$ cat config.mk
export PLATFORM = sky130hd
export DESIGN_NAME = maf_param
export DESIGN_NICKNAME = d
export VERILOG_FILES = /design/src/rtl/maf_param.sv
export SDC_FILE = /design/constraint.sdc
export NUM_CORES = 1
export LEC_CHECK = 0
export ABC_AREA = 1
export BUFFER_PORTS_ARGS = -buffer_cell sky130_fd_sc_hd__buf_4
export CORE_ASPECT_RATIO = 1.1
export CORE_UTILIZATION = 25
export DETAILED_ROUTE_END_ITERATION = 6
export PLACE_DENSITY = 0.37
export SLEW_MARGIN = 20
export SYNTH_ARGS = -nofsm -noshare
export SYNTH_HDL_FRONTEND = slang
export SYNTH_SLANG_ARGS = --single-unit
$ cat constraint.sdc
create_clock -name clk -period 4.54 [get_ports clk]
set_input_delay 1.362 -clock clk [delete_from_list [all_inputs] [get_ports clk]]
set_output_delay 1.362 -clock clk [all_outputs]
set_load 0.05 [all_outputs]
$ cat src/rtl/maf_param.sv
// ----------------------------------------------------------------------------
// maf_param -- run-time parametrised moving-average filter
//
// Keeps the last 2**LOG2_NMAX accepted samples in a shift register and
// maintains a running sum over the newest N = 2**win_q of them, together with
// the truncated mean (sum >> win_q) and a flag that says the window has been
// completely filled since the last flush.
//
// Parameters
//   DW         input sample width (unsigned)
//   LOG2_NMAX  log2 of the maximum window / history depth (1..7)
//
// Ports
//   clk         rising-edge clock
//   reset       synchronous, active-high; overrides every other input
//   clear       synchronous flush of history, sum and fill count
//   win_sel     requested window exponent, clamped to LOG2_NMAX
//   din_valid   din is accepted on this edge when high (and no flush)
//   din         unsigned sample
//   dout_valid  one-cycle pulse on the edge after an accept
//   dout_sum    sum of the last N accepted samples
//   dout_avg    dout_sum >> log2(N), truncating
//   filled      at least N samples accepted since the last flush
// ----------------------------------------------------------------------------
module maf_param #(
    parameter int DW        = 5,
    parameter int LOG2_NMAX = 3
) (
    input  logic                    clk,
    input  logic                    reset,
    input  logic                    clear,
    input  logic [2:0]              win_sel,
    input  logic                    din_valid,
    input  logic [DW-1:0]           din,
    output logic                    dout_valid,
    output logic [DW+LOG2_NMAX-1:0] dout_sum,
    output logic [DW-1:0]           dout_avg,
    output logic                    filled
);

    localparam int NMAX = 2 ** LOG2_NMAX;
    localparam int SW   = DW + LOG2_NMAX;   // sum width, never overflows
    localparam int CW   = LOG2_NMAX + 1;    // count must reach NMAX itself

    logic [DW-1:0] hist [NMAX];
    logic [2:0]    win_q;
    logic [CW-1:0] count;

    logic [2:0]    win_c;
    logic          flush;
    logic          accept;
    logic [CW-1:0] n_win;
    logic [DW-1:0] tap;
    logic [SW-1:0] sum_next;
    logic [CW-1:0] count_next;

    // ------------------------------------------------------------------------
    // Next-state arithmetic. dout_sum doubles as the running sum: after an
    // accept both equal sum_next, on a flush both are zero and when idle both
    // hold, so a separate accumulator would always carry the same value.
    // ------------------------------------------------------------------------
    always_comb begin
        // NOTE: every variable gets a default before any conditional
        // assignment so no path leaves it unassigned (no inferred latch).
        tap = '0;

        win_c  = (win_sel > 3'(LOG2_NMAX)) ? 3'(LOG2_NMAX) : win_sel;
        // A change of the clamped window is treated exactly like clear: the
        // old history belongs to a different window length.
        flush  = clear || (win_c != win_q);
        accept = din_valid && !flush;
        n_win  = CW'(1) << win_q;

        // Departing tap h[N-1], read before the shift.
        for (int k = 0; k <= LOG2_NMAX; k++) begin
            if (win_q == 3'(k)) begin
                tap = hist[(1 << k) - 1];
            end
        end

        // Modular in SW bits: the final result always fits because the
        // departing tap is part of the current sum.
        sum_next   = dout_sum + SW'(din) - SW'(tap);
        count_next = (count < n_win) ? count + CW'(1) : count;
    end

    // ------------------------------------------------------------------------
    // State and registered outputs.
    // ------------------------------------------------------------------------
    always_ff @(posedge clk) begin
        // NOTE: sequential state uses non-blocking assignments so every
        // register samples the pre-edge values, which the shift relies on.
        if (reset) begin
            // NOTE: the history array is reset explicitly because empty slots
            // must read as zero for partial-window sums to be correct.
            for (int i = 0; i < NMAX; i++) begin
                hist[i] <= '0;
            end
            win_q      <= '0;
            count      <= '0;
            dout_valid <= 1'b0;
            dout_sum   <= '0;
            dout_avg   <= '0;
            filled     <= 1'b0;
        end else if (flush) begin
            for (int i = 0; i < NMAX; i++) begin
                hist[i] <= '0;
            end
            win_q      <= win_c;
            count      <= '0;
            dout_valid <= 1'b0;
            dout_sum   <= '0;
            dout_avg   <= '0;
            filled     <= 1'b0;
        end else begin
            dout_valid <= accept;
            if (accept) begin
                for (int i = NMAX - 1; i > 0; i--) begin
                    hist[i] <= hist[i-1];
                end
                hist[0]  <= din;
                dout_sum <= sum_next;
                // sum_next <= N*(2**DW-1), so the shifted value fits DW bits.
                dout_avg <= DW'(sum_next >> win_q);
                count    <= count_next;
                filled   <= (count_next >= n_win);
            end
        end
    end

endmodule
* After elaboration in Yosys (flattened, before gate mapping)
Memory sizes are Yosys's and may differ from the RTL's.
Cells that the tools add are included.
** Operators by class
- Add/subtract/negate cells :: 3
- Order comparisons :: 3
- Equality and inequality tests :: 4
- Shifts and indexed selects :: 2
- Multiplexer cells :: 31
- Bitwise logic cells :: 16
- Reduce and logical (&&, ||, !) cells :: 5
** Operators with widths (number)
- 2-to-1 mux 5 bit :: 20
- OR 1 bit :: 16
- 2-to-1 mux 1 bit :: 9
- adder 8 x 5 -> 8 bit :: 1
- right shift 8 x 3 -> 5 bit :: 1
- subtractor 8 x 5 -> 8 bit :: 1
- == test 3 x 2 -> 1 bit (second input constant) :: 2
- adder 4 x 1 -> 4 bit (second input constant) :: 1
- greater-or-equal comparator 4 bit :: 1
- less-than comparator 4 bit :: 1
- 2-to-1 mux 4 bit :: 1
- << shifter 1 x 3 -> 4 bit (first input constant) :: 1
- == test 3 x 1 -> 1 bit (second input constant) :: 1
- greater-than comparator 3 x 2 -> 1 bit (second input constant) :: 1
- zero test 3 bit :: 1
- 2-to-1 mux 3 bit :: 1
- inequality test 3 bit :: 1
- OR reduction 2 bit :: 1
- logical AND 1 bit :: 1
- zero test 1 bit :: 1
- logical OR 1 bit :: 1
** Storage, ports and cells
- Register bits after elaboration :: 22
- Bits in writable memories :: 40
- Bits of input ports :: 12
- Memories kept :: 1
** Memory list
- hist :: depth 8, bits a word 5, rd ports 8, clocked after memory_dff 0, write ports 8, RTL line 45 : logic [DW-1:0] hist [NMAX];

* Logic depth before layout (Yosys ltp)
Gate-level depths: netlist of run 1.
- Depth after elaboration :: 11
- Depth in mapped cells :: 22
- Mapped depth without buffers :: 22

* Worst setup path before layout of run 1
Ideal clock, no wire load.
- Path kind :: input-to-reg
- Start :: in din[1]
- End :: reg dout_avg[3]
- Arrival :: 3112 ps
- Setup slack :: 1319 ps
- Stages :: 15
- Path buffers :: 0
- Cell sequence :: fa_1 > inv_1 > fa_1 > inv_1 > nand2_1 > nand2_1 > nand2_1 > nand2_1 > nand3_1 > o21ai_0 > nand2_1 > nand2_1 > nand3_1 > nand2_1 > inv_1
** Between the ends
- Word-level cells in the longest chain between the ends :: 3
** Ends and longest elaborated chain
- from (decl) :: RTL line 34 : input logic [DW-1:0] din,
- adder 8 x 5 -> 8 bit :: RTL line 83 : sum_next = dout_sum + SW'(din) - SW'(tap);
- subtractor 8 x 5 -> 8 bit :: RTL line 83
- right shift 8 x 3 -> 5 bit :: RTL line 124 : dout_avg <= DW'(sum_next >> win_q);
- to (signal assigned) :: RTL line 124
- to (decl) :: RTL line 37 : output logic [DW-1:0] dout_avg,
No other way between the ends.
A chain may end at the register's enable or synchronous reset.

* Worst setup path after layout of run 1
- Start :: reg win_q[0]
- End :: reg dout_avg[3]
** Between the ends
- Word-level cells in the longest chain between the ends :: 7
- Elaborated cells on any way between the ends :: 15
- Those cells by class :: add/sub: 1; eq/ne: 4; shift: 1; mux: 4; reduce/logical: 5
** Ends and longest elaborated chain
- from (decl) :: RTL line 46 : logic [2:0] win_q;
- from (signal assigned) :: RTL line 109 : win_q <= win_c;
- zero test 3 bit :: RTL line 76 : if (win_q == 3'(k)) begin
- 2-to-1 mux 5 bit (4 in series) :: RTL line 76
- subtractor 8 x 5 -> 8 bit :: RTL line 83
- right shift 8 x 3 -> 5 bit :: RTL line 124
Parallel ways exist; a longest one is shown, timed or not.

==> results_dict.tcl, run 1 <==
set metrics [dict create \
    critPathKind "reg2reg" \
    crit_fanout 12 \
    crit_path_start_kind "flop" \
    firstDrtPassIters 4 \
    clock.fmax_mhz 271 \
    instances_no_fill 589 \
    syn_area_per_cell_um2 8.13 \
    grt_setup_unrepaired "false" \
    initial_core_util 0.256 \
    core_um2 12600 \
    synthTopCellsByCount "72 x nand2_1, 61 x inv_1, 43 x nor2_1" \
    cts_tree "done" \
    peakVddDrop_uv 199 \
    drive_above_1_share 0.132 \
    area_delta_synth_final_pct 20.6 \
    synth_top_area_frac 0.232 \
    dp.cells 573 \
    detail-route-antenna-nets 0 \
    fill_cells 1367 \
    clock_sinks 62 \
    maxSlewViolCount 0 \
    path_cells "inv_2 > nor3_1 > a221oi_1 > fa_1 > ha_1 > or2_2 > nand3b_1 > nand2_1 > o21ai_0 > nand2_1 > nand2_1 > nand3_1 > nand2_1 > inv_1" \
    num_vias 2658 \
    root_buffer "clkbuf_16" \
    hold_viol_final 0 \
    drtIter0Drc 107 \
    cts_setup_buffers 0 \
    port_buffers 26 \
    grt.total_usage 0.136 \
    post_cts_resized 0 \
    antennaDiodeCount 0 \
    via_per_inst 4.51 \
    yosysWarnings 0 \
    grt_pass1_wl_um 13900 \
    synth-async-reset-ratio 0 \
    seq_area_frac_synth 0.461 \
    worstPathRequired_ns 4.78 \
    yosysMostFrequentCell "nand2_1" \
    ys_types 36 \
    ys_ff_latch 62 \
    synthesis.nets 431 \
    cap_violations 0 \
    clk_latency_ns 0.34 \
    wire_per_inst_um 14.4 \
    worst-path-buf-inv 2 \
    p_leak_nw 1.64 \
    worst_path_max_delay_cell "nor3_1" \
    dp_hpwl_um 6060 \
    synth_edf_count 25 \
    max_stage_delay_ns 0.65 \
    gp_congestion 0.733 \
    yosys.area.top_type "edfxtp_1" \
    die_x_um 110 \
    synthCells 398 \
    setup_viol 0 \
    num_rows 43 \
    finClkSkew_ns 0.00639 \
    finalSetupTns_ns 0 \
    ioPinCount 27 \
    outcome "complete, no violations" \
    cp.arrival_ns 3.93 \
    grt_max_degree 37 \
    synthesis.area_um2 3240 \
    wirelength_um 8480 \
    max_slew.worst_pin.slew_ns 0.768 \
    ys.flop_type "dfxtp_1" \
    nNetsFinal 460 \
    cp-end-kind "flop" \
    fin_crit_sh 0.812 \
    drc 0 \
    die-area_um2 13400 \
    dieHeight_um 121 \
    grt_pass1_vias 2593 \
    slew_headroom 0.484 \
    hp-class "reg2reg" \
    cts.clk_slew.worst_paths_ns 0.06 \
    powerDensity_nw_per_um2 370 \
    overflow 0 \
    crit_top_cell "nand2_1" \
    antenna_found_initial 0 \
    postCtsHoldBufs 0 \
    cts_buffers 9 \
    h-tree-depth 3 \
    cp_top_family "simple AND/OR/NAND/NOR gates" \
    layout_min_cycle_time_ns 3.69 \
    synth_area_leaders "edfxtp_1 23%, dfxtp_1 23%, nand2_1 8.3%" \
    holdWs_ns 0.466 \
    clock_path_buffers 2 \
]
-- area by class of cell --
cell class	count	area [µm²]	share of cell area
Sequential cell	62	1490	0.382
Multi-Input combinational cell	259	1450	0.370
Inverter	67	251	0.0644
Clock buffer	10	239	0.0612
Timing Repair Buffer	28	210	0.0538
Tap cell	157	196	0.0503
Clock inverter	6	70.1	0.0179
-- where the power goes --
group / switching (mW) / total [mW] / internal [mW]
sequential: 0.00679 / 0.591 / 0.584
clock: 0.267 / 0.709 / 0.442
combinational: 0.0962 / 0.146 / 0.0498
total: 0.370 / 1.45 / 1.08
-- per-stage QoR --
step | util | worst slack, ns | power, mW | instance area, µm²
floorplan | - | 1.32 | 0.705 | 3240
detailed placement | 0.284 | 0.946 | 0.749 | 3590
global route | 0.309 | 0.599 | 1.51 | 3900
finish | 0.309 | 0.852 | 1.45 | 3900
CTS | 0.309 | 0.937 | 1.47 | 3900
global placement | 0.284 | 1.03 | 0.751 | 3590
-- path summary, 6_finish.rpt --
kind                            startpoint                       end  slack [ns]  cells after the start
setup / recovery     win_q[0]$_SDFFE_PP0P_  dout_avg[3]$_SDFFE_PP0P_        0.85                     14
hold / removal    hist[1][11]$_SDFFE_PP0P_  hist[1][16]$_SDFFE_PP0P_        0.47                      2
setup reg to reg     win_q[0]$_SDFFE_PP0P_  dout_avg[3]$_SDFFE_PP0P_        0.85                     14
hold reg to reg   hist[1][11]$_SDFFE_PP0P_  hist[1][16]$_SDFFE_PP0P_        0.47                      2
-- state kept, by name, indices dropped and copies added, names as in the netlist --
| signal | count |
|---|---|
| filled | 1 |
| count | 4 |
| win_q | 3 |
| dout_valid | 1 |
| dout_avg | 5 |
| hist | 40 |
| dout_sum | 8 |
-- cell usage in the layout (no fill, tap or decap), types with 3 or more instances in the layout --
master,count
o22ai_1,4
buf_4,28
nand3_1,37
dfxtp_1,37
nand3b_1,3
edfxtp_1,25
a221oi_1,3
inv_2,5
xor2_1,3
nor2_1,43
a31oi_1,4
nand2_1,72
inv_1,61
clkinvlp_4,3
a21oi_1,31
clkbuf_16,9
o21ai_0,16
fa_1,5
ha_1,16
-- routing by layer --
layer | up-vias | part of all wire | track usage | routed length (µm)
met4 | 0 | 0.016 | 0.0575 | 138
met2 | 44 | 0.45 | 0.211 | 3810
li1 | 1363 | - | - | -
met1 | 1240 | 0.50 | 0.178 | 4220
met5 | - | 0 | 0 | 0
met3 | 11 | 0.036 | 0.0365 | 308
-- cells by family after synthesis --
group                    after synthesis  synth area share
AND/OR/NAND/NOR                      164             0.220
adder cells (fa/ha/maj)               21            0.0928
other                                  1           0.00116
flip-flops                            62             0.461
XOR/XNOR                               5            0.0135
buffers and inverters                 77            0.0928
AO/OA/AOI/OAI                         68             0.119
-- worst register-to-register path, stage by stage, from the launching register on --
cell and delay, ns:
dfxtp_1 0.56, inv_2 0.13, nor3_1 0.65, a221oi_1 0.25, fa_1 0.47, ha_1 0.39
or2_2 0.33, nand3b_1 0.12, nand2_1 0.11, o21ai_0 0.23, nand2_1 0.10, nand2_1 0.06
nand3_1 0.07, nand2_1 0.09, inv_1 0.03
(Power assumes the default switching activity.)
==> run 2, diff against run 1 <==
--- a/config.mk
+++ b/config.mk
@@ -10,7 +10,7 @@
 export CORE_ASPECT_RATIO = 1.1
 export CORE_UTILIZATION = 25
 export DETAILED_ROUTE_END_ITERATION = 6
-export PLACE_DENSITY = 0.37
+export PLACE_DENSITY = 0.38
 export SLEW_MARGIN = 20
 export SYNTH_ARGS = -nofsm -noshare
 export SYNTH_HDL_FRONTEND = slang
==> constraint.sdc (replaced) <==
create_clock -name clk -period 3.3 [get_ports clk]
set_input_delay 0.99 -clock clk [delete_from_list [all_inputs] [get_ports clk]]
set_output_delay 0.99 -clock clk [all_outputs]
set_load 0.05 [all_outputs]
==> results_dict.tcl, run 2 (synthesis gave the netlist of run 1 again) <==
set metrics [dict create \
    setup_viol 0 \
    reg2reg_depth 15 \
    worstReg2RegEnd "dout_avg[3]$_SDFFE_PP0P_" \
    layout_common_cells "70 x nand2_1, 60 x inv_1, 42 x nor2_1" \
    gp_congestion 0.768 \
    largest_register_ffs 40 \
    top_register "hist" \
    min_path_cells 2 \
    layout_min_cycle_time_ns 3.03 \
    clock_sinks 62 \
    crit_fanout 6 \
    area_delta_synth_final_pct 22.1 \
    regToRegSetupSlack_ns 0.27 \
    peakVddDrop_uv 234 \
    cp-end-kind "flop" \
    via_per_inst 4.55 \
    postCtsHoldBufs 0 \
    overflow 0 \
    dieHeight_um 121 \
    hp-start "hist[1][12]$_SDFFE_PP0P_" \
    initial_core_util 0.256 \
    grt_pass1_vias 2731 \
    antennaDiodeCount 0 \
    cts_setup_buffers 0 \
    outcome "complete, no violations" \
    drc 0 \
    dp_hpwl_um 6320 \
    wirelength_um 8620 \
    cap_violations 0 \
    num_rows 43 \
    top_regs "hist x40, dout_sum x8, dout_avg x5" \
    critPathKind "reg2reg" \
    clock_path_buffers 2 \
    cts_tree "done" \
    detail-route-antenna-nets 0 \
    final_common_cell "nand2_1" \
    fin_crit_sh 0.917 \
    die_x_um 110 \
    ioPinCount 27 \
    num_vias 2728 \
    grt.total_usage 0.137 \
    finalSetupTns_ns 0 \
    grt_max_degree 23 \
    p_leak_nw 1.67 \
    crit_path_start_kind "flop" \
    min_to "hist[1][17]$_SDFFE_PP0P_" \
    die-area_um2 13400 \
    clock.fmax_mhz 330 \
    port_buffers 26 \
    cp.arrival_ns 3.26 \
    powerDensity_nw_per_um2 476 \
    wire_per_inst_um 14.4 \
    finClkSkew_ns 0.00534 \
    drive_above_1_share 0.163 \
    r2r-start "win_q[0]$_SDFFE_PP0P_" \
    firstDrtPassIters 4 \
    post_cts_resized 0 \
    nNetsFinal 471 \
    h-tree-depth 3 \
    grt_setup_unrepaired "false" \
    hold_viol_final 0 \
    antenna_found_initial 0 \
    utilization 0.313 \
    cts.clk_slew.worst_paths_ns 0.05 \
    maxSlewViolCount 0 \
    cts_buffers 9 \
    drtIter0Drc 153 \
    fill_cells 1349 \
    root_buffer "clkbuf_16" \
    grt_pass1_wl_um 14200 \
    core_um2 12600 \
    worstPathRequired_ns 3.53 \
    clk_latency_ns 0.33 \
    hp-class "reg2reg" \
]
==> run 2: cell types whose count changed in the layout (fill, tap and decap cells not counted), moves of 2 or more <==
cell      previous run  this run
nand2_1             72        70
nand2_2              2         4
clkinv_2             0         3
buf_4               28        39
==> run 2: how the worst max path moves through the flow <==
| stage | startpoint | to |
|---|---|---|
| 3_3_place_gp | win_q[1]$_SDFFE_PP0P_ | dout_avg[3]$_SDFFE_PP0P_ |
| 3_5_place_dp | din[1] | dout_avg[3]$_SDFFE_PP0P_ |
| 6_report | win_q[0]$_SDFFE_PP0P_ | dout_avg[3]$_SDFFE_PP0P_ |
| 5_1_grt | win_q[2]$_SDFFE_PP0P_ | dout_avg[1]$_SDFFE_PP0P_ |
| 2_1_floorplan | win_q[1]$_SDFFE_PP0P_ | dout_avg[3]$_SDFFE_PP0P_ |
| 4_1_cts | win_q[1]$_SDFFE_PP0P_ | dout_avg[3]$_SDFFE_PP0P_ |
==> run 2: critical path, stage by stage (launching register included) <==
cell and delay [ns]:
dfxtp_1 0.33, inv_2 0.13, nor3_1 0.07, buf_4 0.16
a221oi_1 0.39, fa_1 0.48, ha_1 0.33, or2_2 0.31
nand3b_1 0.11, nand2_1 0.11, o21ai_0 0.19, nand2_1 0.10
nand2_1 0.06, nand3_1 0.06, nand2_1 0.06, inv_1 0.03
==> run 2: area by class of cell <==
type                            instances  area [µm²]  area share
Clock buffer                           10         229      0.0579
Clock inverter                          6        38.8     0.00981
Inverter                               67         251      0.0636
Multi-Input combinational cell        259        1450       0.367
Sequential cell                        62        1490       0.378
Tap cell                              157         196      0.0497
Timing Repair Buffer                   39         293      0.0741
==> run 2: stage by stage <==
step | area [µm²] | instances | setup WS [ns] | total power [mW] | hold slack (ns)
global route | 3950 | 600 | 0.000533 | 1.96 | 0.490
finish | 3950 | 600 | 0.273 | 1.88 | 0.470
global placement | 3680 | 584 | 0.173 | 1.05 | 0.458
floorplan | 3240 | 398 | 0.394 | 0.969 | 0.444
detailed placement | 3680 | 584 | 0.166 | 1.04 | 0.464
CTS | 3950 | 600 | 0.165 | 1.91 | 0.464
==> run 2: layer usage <==
metal | track usage | vias to the layer above | part of all wire
met5 | 0 | - | 0
met3 | 0.0325 | 14 | 0.042
li1 | - | 1393 | -
met4 | 0.0525 | 0 | 0.016
met2 | 0.219 | 52 | 0.46
met1 | 0.179 | 1269 | 0.49
==> run 2: power by group <==
group          internal (mW)  switching [mW]  leakage (nW)  total (mW)
Sequential             0.804         0.00668         0.604       0.811
Combinational         0.0787           0.140         0.942       0.219
Clock                  0.504           0.348         0.128       0.852
